[src/rtl/seg_scan_drv.sv]
// Time-multiplexed common-anode seven-segment driver with double-buffered display data.
// Define SEG_SCAN_LZB_EN to enable leading-zero blanking.
module seg_scan_drv #(
   parameter int unsigned DIGITS    = 8,
   parameter int unsigned SCAN_DIV  = 1000,
   parameter int unsigned BLANK_CYC = 1
) (
   input  logic                  clk,
   input  logic                  rst,
   input  logic                  en,
   input  logic                  load,
   input  logic [4*DIGITS-1:0]   value,
   input  logic [DIGITS-1:0]     dp_mask,
   output logic [7:0]            seg_out,
   output logic [DIGITS-1:0]     an_out,
   output logic                  frame_done
);

   localparam int unsigned IW = (DIGITS > 1) ? $clog2(DIGITS) : 1;
   localparam int unsigned CW = $clog2(SCAN_DIV);

   logic [CW-1:0]         div_cnt;
   logic [IW-1:0]         idx;
   logic [4*DIGITS-1:0]   hold_val, shadow_val;
   logic [DIGITS-1:0]     hold_dp, shadow_dp;
   logic                  pending;

   logic                  slot_end, wrap, show, lit, cur_dp;
   logic [3:0]            cur_nib;
   logic [7:0]            glyph;

   function automatic logic [7:0] hex_glyph(input logic [3:0] n);
      logic [7:0] g;
      case (n)
         4'h0: g = 8'hFC;
         4'h1: g = 8'h60;
         4'h2: g = 8'hDA;
         4'h3: g = 8'hF2;
         4'h4: g = 8'h66;
         4'h5: g = 8'hB6;
         4'h6: g = 8'hBE;
         4'h7: g = 8'hE0;
         4'h8: g = 8'hFE;
         4'h9: g = 8'hF6;
         4'hA: g = 8'hEE;
         4'hB: g = 8'h3E;
         4'hC: g = 8'h9C;
         4'hD: g = 8'h7A;
         4'hE: g = 8'h9E;
         default: g = 8'h8E;
      endcase
      return g;
   endfunction

   assign slot_end = en && (div_cnt == CW'(SCAN_DIV - 1));
   assign wrap     = slot_end && (idx == IW'(DIGITS - 1));

   always_comb begin
      cur_nib = 4'h0;
      cur_dp  = 1'b0;
      for (int k = 0; k < int'(DIGITS); k++) begin
         if (idx == IW'(k)) begin
            cur_nib = shadow_val[4*k +: 4];
            cur_dp  = shadow_dp[k];
         end
      end
   end

`ifdef SEG_SCAN_LZB_EN
   logic [IW-1:0] hi_idx;

   // Highest non-zero nibble; digit 0 stays visible because hi_idx never drops below 0.
   always_comb begin
      hi_idx = '0;
      for (int k = 0; k < int'(DIGITS); k++) begin
         if (shadow_val[4*k +: 4] != 4'h0) hi_idx = IW'(k);
      end
   end

   assign show = (idx <= hi_idx) || cur_dp;
`else
   assign show = 1'b1;
`endif

   assign glyph = hex_glyph(cur_nib) | {7'b0, cur_dp};
   assign lit   = en && (div_cnt >= CW'(BLANK_CYC)) && show;

   always_ff @(posedge clk or posedge rst) begin
      if (rst) begin
         seg_out    <= 8'hFF;
         an_out     <= '1;
         frame_done <= 1'b0;
         div_cnt    <= '0;
         idx        <= '0;
         hold_val   <= '0;
         hold_dp    <= '0;
         shadow_val <= '0;
         shadow_dp  <= '0;
         pending    <= 1'b0;
      end else begin
         frame_done <= wrap;
         if (lit) begin
            an_out  <= ~(DIGITS'(1) << idx);
            seg_out <= ~glyph;
         end else begin
            an_out  <= '1;
            seg_out <= 8'hFF;
         end

         if (en) begin
            if (slot_end) begin
               div_cnt <= '0;
               idx     <= (idx == IW'(DIGITS - 1)) ? '0 : idx + IW'(1);
            end else begin
               div_cnt <= div_cnt + CW'(1);
            end
         end

         // A load landing on the wrap edge bypasses the hold stage entirely.
         if (load && wrap) begin
            hold_val   <= value;
            hold_dp    <= dp_mask;
            shadow_val <= value;
            shadow_dp  <= dp_mask;
            pending    <= 1'b0;
         end else if (load) begin
            hold_val <= value;
            hold_dp  <= dp_mask;
            pending  <= 1'b1;
         end else if (wrap && pending) begin
            shadow_val <= hold_val;
            shadow_dp  <= hold_dp;
            pending    <= 1'b0;
         end
      end
   end

endmodule

[config.mk]
export PLATFORM = sky130hd
export DESIGN_NAME = seg_scan_drv
export DESIGN_NICKNAME = d
export VERILOG_FILES = /design/src/rtl/seg_scan_drv.sv
export SDC_FILE = /design/constraint.sdc
export NUM_CORES = 1
export LEC_CHECK = 0
export BUFFER_PORTS_ARGS = -buffer_cell sky130_fd_sc_hd__buf_2
export CORE_UTILIZATION = 45
export DETAILED_ROUTE_END_ITERATION = 6
export GPL_TIMING_DRIVEN = 0
export PLACE_DENSITY = 0.67
export SLEW_MARGIN = 20
export SYNTH_ARGS = -nofsm -noshare
export SYNTH_HDL_FRONTEND = slang
export SYNTH_SLANG_ARGS = --single-unit
[constraint.sdc]
create_clock -name clk -period 5.64 [get_ports clk]
set_input_delay 0.282 -clock clk [delete_from_list [all_inputs] [get_ports clk]]
set_output_delay 0.282 -clock clk [all_outputs]
set_load 0.02 [all_outputs]
# After elaboration in Yosys (flattened, before gate mapping)
# Memory sizes are Yosys's and may differ from the RTL's.
# Index checks and enable logic that the tools add are counted.
classes:
  eq_ne: 9
  n_lt_le_gt_ge: 1
  shift: 1
  add_sub_neg: 2
  reduce_logical: 11
  mux: 33
  bitwise: 3
op_table:
  columns: ["cell", "count"]
  rows:
  - ["2-to-1 mux 32 bit", 5]
  - ["2-to-1 mux 8 bit", 7]
  - ["2-to-1 mux 4 bit", 8]
  - ["inverter 8 bit", 2]
  - ["== test 3 bit (second input constant)", 4]
  - ["2-to-1 mux 1 bit", 11]
  - ["adder 10 x 1 -> 10 bit (second input constant)", 1]
  - ["== test 10 bit (second input constant)", 1]
  - ["greater-or-equal comparator 10 x 1 -> 1 bit (second input constant)", 1]
  - ["2-to-1 mux 10 bit", 1]
  - ["OR 8 x 1 -> 8 bit", 1]
  - ["left shift 1 x 3 -> 8 bit (first input constant)", 1]
  - ["== test 3 x 2 -> 1 bit (second input constant)", 2]
  - ["logical AND 1 bit", 5]
  - ["AND reduction 2 bit", 2]
  - ["nonzero test 2 bit", 2]
  - ["adder 3 x 1 -> 3 bit (second input constant)", 1]
  - ["== test 3 x 1 -> 1 bit (second input constant)", 1]
  - ["logical NOT 3 bit", 1]
  - ["2-to-1 mux 3 bit", 1]
  - ["nonzero test 3 bit", 1]
  - ["inequality test 2 x 1 -> 1 bit (second input constant)", 1]
word_totals:
  romBits: 112
  register_bits: 111
  mem_count: 1
memory_table:
  columns: ["memory", "words", "word_bits", "read_ports", "rd_clocked_by_memory_dff", "write_ports", "line_no", "text"]
  rows:
  - ["(name not given)", 16, 7, 1, 0, 0, "34", "case (n)"]

# Depth between registers and ports, before layout
# Gate-level depths: netlist of run 1.
# An unclocked memory read counts as a cell.
logic_depth:
  depth_word: 13
  mapped_depth: 13
  mapped_depth_nobuf: 11

# Worst setup path after synthesis of run 1
# No wires, ideal clock.
synth_path:
  path_kind: "reg-to-reg"
  start: "register idx[2]"
  end: "register seg_out[7]"
  arrival_time_ps: 2476
  path_buffers: 2
  synth_period_minus_slack_ps: 2562
  setup_ps: 87
  path_slack_ps: 3078
  stages_incl_launch_ff: 14
  path_cell_list: "dfrtp_1 > buf_2 > inv_1 > ha_1 > buf_2 > nor2_1 > a221oi_1 > o32ai_1 > a2bb2oi_1 > inv_1 > ha_1 > nand2b_1 > nor3_1 > nor3_1"
synth_between:
  elab_chain_cells: 13
  elab_cells_between_ends: 20
  cone_classes: "eq/ne (7); mux (9); bitwise (2); reduce/logical (1); memory (1)"
synth_lines:
  columns: ["element", "line_no", "text"]
  rows:
  - ["start, declared", "23", "logic [IW-1:0] idx;"]
  - ["start signal, assigned", "113", "idx <= (idx == IW'(DIGITS - 1)) ? '0 : idx + IW'(1);"]
  - ["logical NOT 3 bit", "62", "if (idx == IW'(k)) begin"]
  - ["2-to-1 mux 4 bit (7 in series)", "62", null]
  - ["2-to-1 mux 4 bit *", "62", null]
  - ["memory read (16 x 7 bit) *", null, null]
  - ["OR 8 x 1 -> 8 bit *", "85", "assign glyph = hex_glyph(cur_nib) | {7'b0, cur_dp};"]
  - ["inverter 8 bit *", "104", "seg_out <= ~glyph;"]
  - ["2-to-1 mux 8 bit *", "102", "if (lit) begin"]
  - ["end signal, assigned", "104", null]
  - ["end, declared", "14", "output logic [7:0] seg_out,"]
# Mark *: on every way between the ends. The rest lies on a longest branch, timed or not.
# A chain may end at the register's enable or synchronous reset.

# Final worst setup path of run 1
# Ends and elaborated chain as after synthesis.

==> results of run 1 <==
-- metrics by stage --
stage / power (W) / hold slack [ps] / std cells / instance area, um^2
final: 0.001657 / 159.0 / 624 / 6112
after global routing: 0.001727 / 169.6 / 624 / 6112
after CTS: 0.001674 / 149.9 / 624 / 6112
after detailed placement: 0.001070 / 347.0 / 607 / 5822
after global placement: 0.001060 / 476.2 / 606 / 5789
after floorplan: 0.001014 / 450.1 / 405 / 5320
-- power groups by stage --
stage	clock network, W	registers, W	logic [W]
3_5_place_dp	0	0.000904	0.000166
6_report	0.000604	0.000889	0.000164
3_3_place_gp	0	0.000902	0.000158
2_1_floorplan	0	0.000904	0.000111
4_1_cts	0.000618	0.000889	0.000168
5_1_grt	0.000648	0.000895	0.000183
-- flip-flops by register name, summed over array words and instances, names as in the netlist --
name,flops
hold_val,32
shadow_val,32
div_cnt,10
an_out,8
hold_dp,8
seg_out,8
shadow_dp,8
idx,3
frame_done,1
pending,1
-- final cells by class --
class / instances / share of cell area, %
flip-flops and latches: 111 / 45.77
multi-input cells: 254 / 36.81
repair buffers: 60 / 5.363
clock buffers: 14 / 4.319
plain buffers: 23 / 3.419
well taps: 143 / 2.927
inverters: 17 / 1.126
clock inverters: 2 / 0.2661
-- logic make-up after synthesis --
group | after synthesis | share of synthesized area [%]
flops | 111 | 52.59
simple gates | 90 | 9.337
mux | 85 | 20.70
compound gates | 57 | 7.573
buf+inv | 40 | 5.127
fa+ha+maj | 15 | 3.528
xor+xnor | 7 | 1.152
-- what timing repair did --
action | 4_1_cts | 5_1_grt
buffers inserted | 0 | 0
endpoints found under the hold margin | 34 | 0
resized for setup | 0 | 0
hold buffers | 1 | 0
-- critical path, cell delays in order, from the launching register on --
cell and delay [ps]:
dfrtp_1 390, buf_2 180, inv_1 90, ha_1 240, buf_2 250, nor2_1 70, a221oi_1 290, o32ai_1 160
a2bb2oi_1 510, inv_1 170, ha_1 270, nand2b_1 180, o32ai_1 130, nor3_1 110
-- placed cells by master, fill, tap and decap left out, types with 6 or more instances in the layout --
| cell type | Yosys | layout |
|---|---|---|
| dfstp_2 | 16 | 16 |
| dfrtp_1 | 95 | 95 |
| a21oi_1 | 13 | 13 |
| mux2_2 | 40 | 40 |
| buf_2 | 7 | 65 |
| clkbuf_16 | 0 | 9 |
| nor2_1 | 17 | 17 |
| ha_1 | 15 | 15 |
| o221ai_1 | 8 | 8 |
| nand2_1 | 30 | 30 |
| buf_6 | 6 | 6 |
| mux2_4 | 40 | 40 |
| inv_1 | 17 | 16 |
| clkbuf_1 | 4 | 7 |
| o21ai_0 | 11 | 11 |
| nand3_1 | 7 | 7 |
-- metal layers --
metal,wire length [um],track usage [%],up-vias
met5,0,0,-
li1,-,-,1571
met4,225,7.644,0
met3,407,3.445,19
met1,5040,25.07,1663
met2,4570,27.00,83
-- worst paths after layout --
path,end,slack (ps)
setup reg to reg,seg_out[7],2500
max in group asynchronous,div_cnt[5],4490
setup / recovery,seg_out[7],2500
hold / removal,div_cnt[0],160
hold reg to reg,pending,490
min in group asynchronous,hold_dp[0],510
==> results_dict.tcl, run 1 <==
set metrics [dict create \
    final_core_util_pct 53.30 \
    insertion_delay_ps 350 \
    ys.flop_type "dfrtp_1" \
    cp-start-kind "flip-flop" \
    viasPerCell 5.346 \
    vias 3336 \
    grt_pass1_wl_um 17260 \
    hold_class "in2reg" \
    cts_sinks 111 \
    synth_top_area_share_pct 44.68 \
    cts-root-buf "clkbuf_16" \
    fmax_mhz 318.1 \
    ir_drop_mv 0.2182 \
    share_clk_of_total_power_pct 36.4 \
    syn_to_final_growth_pct 14.89 \
    grt_pass1_vias 3420 \
    diodes 0 \
    rows 39 \
    grt_setup_unrepaired "no" \
    fin_skew_ps 10.85 \
    critPathCaptureType "flip-flop" \
    cts_buffers 9 \
    synthTopCellsByCount "dfrtp_1 (95), mux2_2 (40), mux2_4 (40)" \
    die_y_um 110.7 \
    dieArea_um2 12260 \
    cp.arrival_ps 3400 \
    wl_per_cell_um 16.42 \
    tns_ps 0 \
    worst_slew_pin_slew_ps 575.3 \
    grt_max_degree 62 \
    async_reset_ff_share_pct 100.0 \
    fin_ws_ps 2497 \
    path_class "reg2reg" \
    synth-seq-area-share_pct 52.59 \
    fin_crit_sh_pct 55.74 \
    antenna_found_initial 0 \
    synth_area_um2 5320 \
    drive_gt1_share_pct 40.75 \
    relSlewSlack_pct 61.50 \
    holdPathStages 2 \
    synth_edf_count 0 \
    synth.distinct_cells 55 \
    multi_input_area_um2 2250 \
    ff_latch_area_um2 2798 \
    min_from "en" \
    die_x_um 110.7 \
    clockBufferDepth 2 \
    coreArea_um2 11470 \
    switchingPower_w 0.0004037 \
    dp_slack_ps 2523 \
    synth.most_common_cell "dfrtp_1" \
    finalWorstPathRequiredPeriod_ps 3143 \
    io_pins 61 \
    synth.avg_cell_area_um2 13.14 \
    port-buffer-count 58 \
    fillers 984 \
    gp_congestion 0.8745 \
    leakage_nw 2.918 \
    gr-total-overflow 0 \
    p_int_w 0.001253 \
    drt_first_pass_iters 4 \
    yosys.area.top_type "dfrtp_1" \
    status "completed" \
    clkTransAtPathRegs_ps 70 \
    drc 0 \
    path_max_fanout 10 \
    cp.required_ps 5900 \
    cts_tree "done" \
    syn_nets 464 \
    start_util_pct 46.39 \
    rr_startpoint "idx[2]" \
    drt_iter0_markers 178 \
    htreeDepth 3 \
    combPwrFrac_pct 9.9 \
    powerDensity_nw_per_um2 271.1 \
    yosysWarnings 0 \
    p_seq_share_pct 53.7 \
    ant_nets 0 \
    setup_viol 0 \
    hold_viol 0 \
    routed_wl_um 10240 \
    synthCells 405 \
    r2r_cells 13 \
    ys_seq_elements 111 \
    maxCapViolCount 0 \
    switching_share_pct 24.36 \
    cp-startpoint "idx[2]" \
    synth.area.top_cells "dfrtp_1 (45%), mux2_4 (11%), mux2_2 (8.5%), dfstp_2 (7.9%), ha_1 (3.5%)" \
    grt_usage_pct 17.83 \
    dpl.hpwl_um 7383 \
    slew_violations 0 \
    nets 535 \
]
(Power assumes the default switching activity.)
==> run 2: changes to the inputs <==
--- a/config.mk
+++ b/config.mk
@@ -9,7 +9,7 @@
 export CORE_UTILIZATION = 45
 export DETAILED_ROUTE_END_ITERATION = 6
 export GPL_TIMING_DRIVEN = 0
-export PLACE_DENSITY = 0.67
+export PLACE_DENSITY = 0.7
 export SLEW_MARGIN = 20
 export SYNTH_ARGS = -nofsm -noshare
 export SYNTH_HDL_FRONTEND = slang
==> constraint.sdc (replaced) <==
create_clock -name clk -period 2.6 [get_ports clk]
set_input_delay 0.13 -clock clk [delete_from_list [all_inputs] [get_ports clk]]
set_output_delay 0.13 -clock clk [all_outputs]
set_load 0.02 [all_outputs]
==> run 2 against run 1 <==
Maximum frequency increased by 22%. Clock power increased by 120%. Cell count increased by 2.6%. Sequential power increased by 120%. Critical path type unchanged. Highest routed layer unchanged.
==> results_dict.tcl, run 2 (synthesized netlist as in run 1, its figures left out) <==
set metrics [dict create \
    reg.largest.list "hold_val (32), shadow_val (32), div_cnt (10)" \
    nets 551 \
    clockBufferDepth 2 \
    cts-root-buf "clkbuf_16" \
    powerDensity_nw_per_um2 554.1 \
    cts_sinks 111 \
    grt_pass1_vias 3681 \
    die_y_um 110.7 \
    stdcell_count 640 \
    whs_endpoint "div_cnt[0]" \
    relSlewSlack_pct 61.57 \
    setup_viol 0 \
    port-buffer-count 58 \
    hold_viol 0 \
    slew_violations 0 \
    coreArea_um2 11470 \
    finalWorstPathRequiredPeriod_ps 2568 \
    fmax_mhz 389.4 \
    drc 0 \
    fin_ws_ps 31.91 \
    htreeDepth 3 \
    viasPerCell 5.461 \
    drt_iter0_markers 201 \
    postLayoutCellArea_um2 6546 \
    fin_skew_ps 11.37 \
    antenna_found_initial 0 \
    path_class "reg2reg" \
    dp_slack_ps -571.4 \
    gp_congestion 0.8336 \
    ant_nets 0 \
    diodes 0 \
    rows 39 \
    worst_slew_pin_slew_ps 576.4 \
    hold_class "in2reg" \
    grt_usage_pct 18.91 \
    start_util_pct 46.39 \
    cts_tree "done" \
    grt_pass1_wl_um 18330 \
    placed_area_um2 5853 \
    leakage_nw 3.030 \
    clkTransAtPathRegs_ps 70 \
    rr_startpoint "idx[0]" \
    die_x_um 110.7 \
    r2r_slack_ps 30 \
    status "completed" \
    insertion_delay_ps 360 \
    dieArea_um2 12260 \
    dpl.hpwl_um 7488 \
    syn_to_final_growth_pct 23.05 \
    cts_buffers 9 \
    r2r-end "seg_out[4]" \
    cp-start-kind "flip-flop" \
    routed_wl_um 11310 \
    vias 3495 \
    cp.required_ps 2860 \
    fillers 905 \
    maxCapViolCount 0 \
    fin_crit_sh_pct 98.77 \
    grt_max_degree 38 \
    layout_common_cells "dfrtp_1 (93), buf_2 (59), mux2_2 (40), mux2_4 (40), nand2_1 (29)" \
    path_max_fanout 8 \
    min_from "en" \
    io_pins 61 \
    critPathCaptureType "flip-flop" \
    r2r_cells 13 \
    whs_ps 6.065 \
    holdPathStages 2 \
    cp.arrival_ps 2830 \
    ir_drop_mv 0.3464 \
    wl_per_cell_um 17.67 \
    drt_first_pass_iters 4 \
    final_common_cell "dfrtp_1" \
    post-place-cells 609 \
    gr-total-overflow 0 \
    total_power_w 0.003627 \
    drive_gt1_share_pct 50.50 \
]
run 2: cell types whose count changed in the layout (fill, tap and decap cells not counted), sizes merged:
cell / previous run / this run
clkinvlp: 1 / 3
buf: 78 / 94
clkbuf: 18 / 14
clkinv: 0 / 2
run 2: what timing repair did:
action	in CTS	in global routing
resized for setup	24	46
endpoints found under the setup margin	7	7
pin swaps	5	13
hold buffers	1	0
hold endpoints to repair	74	0
buffers inserted	2	12
run 2: layout make-up:
class	count	area, um^2	area share (%)
clock buffer	10	229.0	3.498
inverter	17	72.57	1.109
tap	143	178.9	2.733
multi-input combinational	254	2494	38.09
clock inverter	6	55.05	0.8410
buffer	23	247.7	3.784
sequential	111	2800	42.78
timing repair buffer	76	469.2	7.167
run 2: worst max-delay path by stage:
| stage | from | endpoint | cells after the start |
|---|---|---|---|
| 2_1_floorplan | idx[2] | seg_out[7] | 13 |
| 3_3_place_gp | idx[2] | seg_out[4] | 12 |
| 3_5_place_dp | idx[2] | seg_out[7] | 13 |
| 4_1_cts | idx[1] | seg_out[7] | 13 |
| 5_1_grt | idx[2] | seg_out[4] | 12 |
| 6_report | idx[0] | seg_out[4] | 13 |
run 2: per-stage QoR:
stage / setup TNS, ps / util, %
finish: 0 / 57.09
global route: -81.39 / 57.09
CTS: 0 / 54.59
detailed placement: -3097 / 51.04
global placement: -2098 / 50.52
floorplan: 0 / -
run 2: worst max-delay path: stages (launching register included):
cell and delay [ps]:
dfrtp_2 470, inv_4 90, ha_4 160, buf_8 130
nand2_2 80, a221oi_2 290, a311oi_2 100, o31a_1 340
buf_6 140, ha_1 200, inv_2 80, nor3_4 50
a2111oi_4 270, a41oi_2 60
run 2: where the power goes:
part	leakage, nW	internal (W)	switching (W)	total [W]
registers	1.38	0.00185	0.0000777	0.00192
clock network	0.133	0.000668	0.000660	0.00133
logic	1.52	0.000174	0.000202	0.000376
total	3.03	0.00269	0.000940	0.00363
run 2: per-layer routing:
layer / track usage, % / routed length [um] / vias to the layer above
li1: - / - / 1602
met1: 26.02 / 5228 / 1762
met2: 28.99 / 5331 / 105
met3: 4.702 / 469 / 26
met4: 7.022 / 276 / 0
met5: 0 / 0 / -
